<file path="src/rtl/axi_lite_reg_slave.sv">
// AXI4-Lite register bank: RW control words below RO_BASE, RO status words from ro_in above it.
// Write and read channels are independent, each with one transaction outstanding.
module axi_lite_reg_slave #(
  parameter int C_S_AXI_LITE_ADDR_WIDTH = 32,
  parameter int C_S_AXI_LITE_DATA_WIDTH = 32,
  parameter int NUM_REGS                = 16,
  parameter int RO_BASE                 = 8
) (
  input  logic                                          s_axi_lite_aclk,
  input  logic                                          s_axi_lite_arstn,
  input  logic [C_S_AXI_LITE_ADDR_WIDTH-1:0]            s_axi_lite_awaddr,
  input  logic                                          s_axi_lite_awvalid,
  output logic                                          s_axi_lite_awready,
  input  logic [C_S_AXI_LITE_DATA_WIDTH-1:0]            s_axi_lite_wdata,
  input  logic [C_S_AXI_LITE_DATA_WIDTH/8-1:0]          s_axi_lite_wstrb,
  input  logic                                          s_axi_lite_wvalid,
  output logic                                          s_axi_lite_wready,
  output logic [1:0]                                    s_axi_lite_bresp,
  output logic                                          s_axi_lite_bvalid,
  input  logic                                          s_axi_lite_bready,
  input  logic [C_S_AXI_LITE_ADDR_WIDTH-1:0]            s_axi_lite_araddr,
  input  logic                                          s_axi_lite_arvalid,
  output logic                                          s_axi_lite_arready,
  output logic [C_S_AXI_LITE_DATA_WIDTH-1:0]            s_axi_lite_rdata,
  output logic [1:0]                                    s_axi_lite_rresp,
  output logic                                          s_axi_lite_rvalid,
  input  logic                                          s_axi_lite_rready,
  output logic [RO_BASE*C_S_AXI_LITE_DATA_WIDTH-1:0]    reg_out,
  output logic [RO_BASE-1:0]                            reg_wr_pulse,
  input  logic [(NUM_REGS-RO_BASE)*C_S_AXI_LITE_DATA_WIDTH-1:0] ro_in
);

  localparam int AW    = C_S_AXI_LITE_ADDR_WIDTH;
  localparam int DW    = C_S_AXI_LITE_DATA_WIDTH;
  localparam int SW    = DW / 8;
  localparam int IDX_W = $clog2(NUM_REGS);
  localparam logic [AW-1:0] NUM_REGS_A = AW'(NUM_REGS);
  localparam logic [AW-1:0] RO_BASE_A  = AW'(RO_BASE);
  localparam logic [1:0] RESP_OKAY   = 2'b00;
  localparam logic [1:0] RESP_SLVERR = 2'b10;

  typedef enum logic {WR_IDLE, WR_RESP} wr_state_t;
  typedef enum logic {RD_IDLE, RD_DATA} rd_state_t;

  wr_state_t wr_state;
  rd_state_t rd_state;

  logic [DW-1:0] rw_regs   [RO_BASE];
  logic [DW-1:0] all_words [NUM_REGS];

  logic          aw_hold;
  logic          w_hold;
  logic [AW-1:0] aw_addr_q;
  logic [DW-1:0] w_data_q;
  logic [SW-1:0] w_strb_q;

  logic             aw_fire;
  logic             w_fire;
  logic             aw_have;
  logic             w_have;
  logic [AW-1:0]    wr_addr;
  logic [DW-1:0]    wr_data;
  logic [SW-1:0]    wr_strb;
  logic [AW-1:0]    wr_word;
  logic             wr_ok;
  logic [IDX_W-1:0] wr_idx;

  logic [AW-1:0]    rd_word;
  logic             rd_in_range;
  logic [IDX_W-1:0] rd_idx;

  logic unused_addr_bits;

  assign aw_fire = s_axi_lite_awvalid && s_axi_lite_awready;
  assign w_fire  = s_axi_lite_wvalid && s_axi_lite_wready;
  assign aw_have = aw_hold || aw_fire;
  assign w_have  = w_hold || w_fire;

  // A held beat and a same-cycle handshake never coexist, so the hold selects the source.
  assign wr_addr = aw_hold ? aw_addr_q : s_axi_lite_awaddr;
  assign wr_data = w_hold  ? w_data_q  : s_axi_lite_wdata;
  assign wr_strb = w_hold  ? w_strb_q  : s_axi_lite_wstrb;
  assign wr_word = {2'b00, wr_addr[AW-1:2]};
  assign wr_ok   = wr_word < RO_BASE_A;
  assign wr_idx  = wr_word[IDX_W-1:0];

  assign rd_word     = {2'b00, s_axi_lite_araddr[AW-1:2]};
  assign rd_in_range = rd_word < NUM_REGS_A;
  assign rd_idx      = rd_word[IDX_W-1:0];

  assign unused_addr_bits = ^{wr_addr[1:0], s_axi_lite_araddr[1:0]};

  genvar g;
  generate
    for (g = 0; g < NUM_REGS; g++) begin : g_words
      if (g < RO_BASE) begin : g_rw
        assign all_words[g]       = rw_regs[g];
        assign reg_out[g*DW +: DW] = rw_regs[g];
      end else begin : g_ro
        assign all_words[g] = ro_in[(g-RO_BASE)*DW +: DW];
      end
    end
  endgenerate

  always_ff @(posedge s_axi_lite_aclk) begin
    if (!s_axi_lite_arstn) begin
      wr_state           <= WR_IDLE;
      s_axi_lite_awready <= 1'b0;
      s_axi_lite_wready  <= 1'b0;
      s_axi_lite_bvalid  <= 1'b0;
      s_axi_lite_bresp   <= RESP_OKAY;
      aw_hold            <= 1'b0;
      w_hold             <= 1'b0;
      aw_addr_q          <= '0;
      w_data_q           <= '0;
      w_strb_q           <= '0;
      reg_wr_pulse       <= '0;
      for (int i = 0; i < RO_BASE; i++) rw_regs[i] <= '0;
    end else begin
      reg_wr_pulse <= '0;
      case (wr_state)
        WR_IDLE: begin
          if (aw_have && w_have) begin
            if (wr_ok) begin
              for (int i = 0; i < RO_BASE; i++) begin
                if (wr_idx == IDX_W'(i)) begin
                  for (int b = 0; b < SW; b++) begin
                    if (wr_strb[b]) rw_regs[i][b*8 +: 8] <= wr_data[b*8 +: 8];
                  end
                  reg_wr_pulse[i] <= 1'b1;
                end
              end
            end
            s_axi_lite_bresp   <= wr_ok ? RESP_OKAY : RESP_SLVERR;
            s_axi_lite_bvalid  <= 1'b1;
            s_axi_lite_awready <= 1'b0;
            s_axi_lite_wready  <= 1'b0;
            aw_hold            <= 1'b0;
            w_hold             <= 1'b0;
            wr_state           <= WR_RESP;
          end else begin
            if (aw_fire) begin
              aw_hold   <= 1'b1;
              aw_addr_q <= s_axi_lite_awaddr;
            end
            if (w_fire) begin
              w_hold   <= 1'b1;
              w_data_q <= s_axi_lite_wdata;
              w_strb_q <= s_axi_lite_wstrb;
            end
            s_axi_lite_awready <= !aw_have;
            s_axi_lite_wready  <= !w_have;
          end
        end
        WR_RESP: begin
          if (s_axi_lite_bready) begin
            s_axi_lite_bvalid  <= 1'b0;
            s_axi_lite_awready <= 1'b1;
            s_axi_lite_wready  <= 1'b1;
            wr_state           <= WR_IDLE;
          end
        end
        default: wr_state <= WR_IDLE;
      endcase
    end
  end

  // Read data is taken from the pre-edge register view, so a read handshaking on the
  // commit edge of a write to the same register returns the old value.
  always_ff @(posedge s_axi_lite_aclk) begin
    if (!s_axi_lite_arstn) begin
      rd_state           <= RD_IDLE;
      s_axi_lite_arready <= 1'b0;
      s_axi_lite_rvalid  <= 1'b0;
      s_axi_lite_rdata   <= '0;
      s_axi_lite_rresp   <= RESP_OKAY;
    end else begin
      case (rd_state)
        RD_IDLE: begin
          if (s_axi_lite_arvalid && s_axi_lite_arready) begin
            s_axi_lite_arready <= 1'b0;
            s_axi_lite_rvalid  <= 1'b1;
            rd_state           <= RD_DATA;
            if (rd_in_range) begin
              s_axi_lite_rdata <= all_words[rd_idx];
              s_axi_lite_rresp <= RESP_OKAY;
            end else begin
              s_axi_lite_rdata <= '0;
              s_axi_lite_rresp <= RESP_SLVERR;
            end
          end else begin
            s_axi_lite_arready <= 1'b1;
          end
        end
        RD_DATA: begin
          if (s_axi_lite_rready) begin
            s_axi_lite_rvalid  <= 1'b0;
            s_axi_lite_arready <= 1'b1;
            rd_state           <= RD_IDLE;
          end
        end
        default: rd_state <= RD_IDLE;
      endcase
    end
  end

endmodule

</file>
<file path="config.mk">
export PLATFORM = sky130hd
export DESIGN_NAME = axi_lite_reg_slave
export DESIGN_NICKNAME = d
export VERILOG_FILES = /design/src/rtl/axi_lite_reg_slave.sv
export SDC_FILE = /design/constraint.sdc
export NUM_CORES = 1
export LEC_CHECK = 0
export BUFFER_PORTS_ARGS = -buffer_cell sky130_fd_sc_hd__buf_2
export CAP_MARGIN = 25
export CORE_AREA = 2 2 260 262
export DETAILED_ROUTE_END_ITERATION = 10
export DIE_AREA = 0 0 262 264
export GPL_TIMING_DRIVEN = 0
export PLACE_DENSITY = 0.5
export SLEW_MARGIN = 30
export SYNTH_ARGS = -nofsm -noshare
export SYNTH_HDL_FRONTEND = slang
export SYNTH_SLANG_ARGS = --single-unit
</file>
<file path="constraint.sdc">
create_clock -name s_axi_lite_aclk -period 9.8 [get_ports s_axi_lite_aclk]
set_clock_uncertainty 0.1 [all_clocks]
set_input_delay 1.96 -clock s_axi_lite_aclk [delete_from_list [all_inputs] [get_ports s_axi_lite_aclk]]
set_output_delay 1.96 -clock s_axi_lite_aclk [all_outputs]
set_load 0.01 [all_outputs]
</file>
==> reports/summary.txt <==
outcome - completed
Total GRT Usage - 28.64%
Crit. End Element - flop
routed len/inst - 29.21 µm
Slew Viols, Final - 0
num rows - 95
antenna viol nets, final - 0
Die H - 264 µm
setup TNS - 0 ps
share of the synthesized area in the top cell type - 41.49%
drt via density - 5.213
Final Wtd Congestion - 0.9392
Syn Inst Count - 1879
initial antenna violation count - 43
overflow left after global routing - 0
Port Buf Inserts - 658
H-tree depth - 2
power density cells - 167.3 mW/mm²
maximum number of pins on one net before global-route repair - 14
Post-synth EDFFs - 256
placed inst area - 0.02340 mm²
RSZ-0062 raised after global routing - no
core footprint - 0.06656 mm²
Crit path top cell by count - clkbuf_1
Post-synth ARST share - 0%
root buf cell - clkbuf_16
die area - 0.06917 mm²
# hold bufs at CTS - 0
Mapped Area - 0.01853 mm²
Most used DFF post-synth - edfxtp_1
slowest cell on the critical path - clkbuf_1
Leakage Power - 9.961 nW
CP Cell Sequence - clkbuf_1, buf_2, clkbuf_1, clkbuf_1, a211oi_1, o41ai_1, o21ai_0
WP data required - 10140 ps
clock slew at reported path FFs - 60 ps
Area contributors post-synth - edfxtp_1 41%, dfxtp_1 13%, mux2i_1 8.8%
maxcap violations - 0
vias - 18440
share of cells above drive strength 1 - 33.65%
Final period util - 55.39%
min cycle time layout - 5428 ps
syn avg cell area - 9.860 µm²
number of detailed-route iterations in the first pass - 5
number of synthesis warnings - 0
post-synth cell types - 48
Layout Area Growth over Synthesis - 35.26%
first-pass GRT wire length - 138.4 mm
Clock Sinks - 373
hpwl dp - 84.14 mm
clk_lat worst skew - 560 ps
vias in the first global route - 18170
IO Count - 668
# setup viols final - 0
final hold vios - 0
fin area - 0.02506 mm²
Yosys top cell by area - edfxtp_1
# DRC - 0
FILL cells - 6888
CTS Buf Count - 43
register area share after synthesis - 54.14%
critical path class - input port to flop
maximum vdd drop - 0.0001188 V
Crit Path Max Fanout - 11
die width - 262 µm
post-CTS setup buffer count - 0
Slew @ Worst Pin - 1001 ps
final net count - 2961
critical path launch point type - input port
Critical Path AT - 5770 ps
Rel. slew slack - 33.28%
Starting Density - 27.83%
DRT iter0 DRCs - 1380
CP peak stage delay - 800 ps
cts repair resizes - 0
DRT Wirelength - 103.3 mm
flops & latches, synth - 373
Hold WS - 353.0 ps
worst hold path type - flop to flop
CTS max path bufs - 3
TritonCTS clock tree - yes
fmax - 0.1842 GHz
cell families (layout without fill, tap and decap cells):
group	Yosys count	count (layout)	share of synthesized area [%]
buffers and inverters	161	914	3.478
other	1	33	0.02024
AOI/OAI and AO/OA	410	410	13.46
muxes	229	229	12.88
and+or+nand+nor	705	705	16.03
DFF	373	373	54.14
registers in the layout, indices dropped and copies added (netlist names):
signal and flops:
s_axi_lite_bresp 1, s_axi_lite_wready 1, w_data_q 32, rd_state 1
wr_state 1, w_strb_q 4, w_hold 1, s_axi_lite_rvalid 1
s_axi_lite_arready 1, s_axi_lite_bvalid 1, s_axi_lite_rdata 32, s_axi_lite_awready 1
rw_regs 256, aw_hold 1, aw_addr_q 30, reg_wr_pulse 8
s_axi_lite_rresp 1
final timing paths:
check                  startpoint                   to  slack (ps)  cells past startpoint
min reg2reg          w_data_q[11]         w_data_q[11]         350                      2
max reg2reg                w_hold       rw_regs[0][43]        6200                      5
max          s_axi_lite_araddr[3]  s_axi_lite_rdata[7]        4370                      7
min                  w_data_q[11]         w_data_q[11]         350                      2
synth_stat cells (all sizes together) (17+ instances only):
cell type and number:
clkbuf 107, buf 47, o41ai 30, a21oi 163, nand2 312, nor2 269
mux2 65, dfxtp 117, nand3b 32, a211oi 64, o21ai 101, nor4 17
edfxtp 256, nand3 32, o31ai 33, mux2i 163
through the flow:
stage	setup slack, ps	util [%]	instances	total power [mW]
floorplan	5315	-	1880	2.093
global placement	3713	34.43	3411	2.401
detailed placement	3863	35.16	3426	2.423
CTS	4417	37.52	3506	4.211
global route	4350	37.62	3530	4.320
finish	4372	37.65	3537	4.193
worst max-delay path: cells and delay by family:
family | cells | cell delay [ps]
buffers and inverters | 4 | 2620
AOI/OAI and AO/OA | 3 | 1140
cells in the final DEF, fill, tap and decap left out, types with 16 or more instances in the layout:
cell       instances
edfxtp_1         256
nand3b_1          32
mux2i_1          163
mux2_2            65
nand3_1           32
nor2_1           268
nand2_1          312
clkbuf_16         44
buf_2            688
clkbuf_1         112
o41ai_1           30
diode_2           31
a211oi_1          64
dfxtp_1          117
a21oi_1          163
o31ai_4           19
o21ai_0          101
buf_1             16
report_power, final:
part | internal [mW] | switching (mW)
Sequential | 1.75 | 0.0513
Clock | 1.11 | 0.686
Combinational | 0.207 | 0.387
layer usage:
metal | global-route usage, % | up-vias | wire (µm)
met2 | 49.78 | 918 | 52210
met4 | 12.96 | 18 | 4027
met1 | 32.53 | 9046 | 38040
met5 | 0 | - | 114
li1 | - | 8267 | -
met3 | 7.762 | 188 | 8907
layout make-up:
type | count | area, µm² | area share [%]
clock buffers | 59 | 1222 | 4.878
diodes | 31 | 77.57 | 0.3096
plain buffers | 154 | 624.3 | 2.492
repair buffers | 673 | 3432 | 13.70
multi-input cells | 1346 | 8203 | 32.73
clock inverters | 21 | 351.6 | 1.403
inverters | 7 | 26.28 | 0.1049
well taps | 873 | 1092 | 4.359
flip-flops and latches | 373 | 10030 | 40.02
Note: power is estimated with default switching activity, not from simulation.
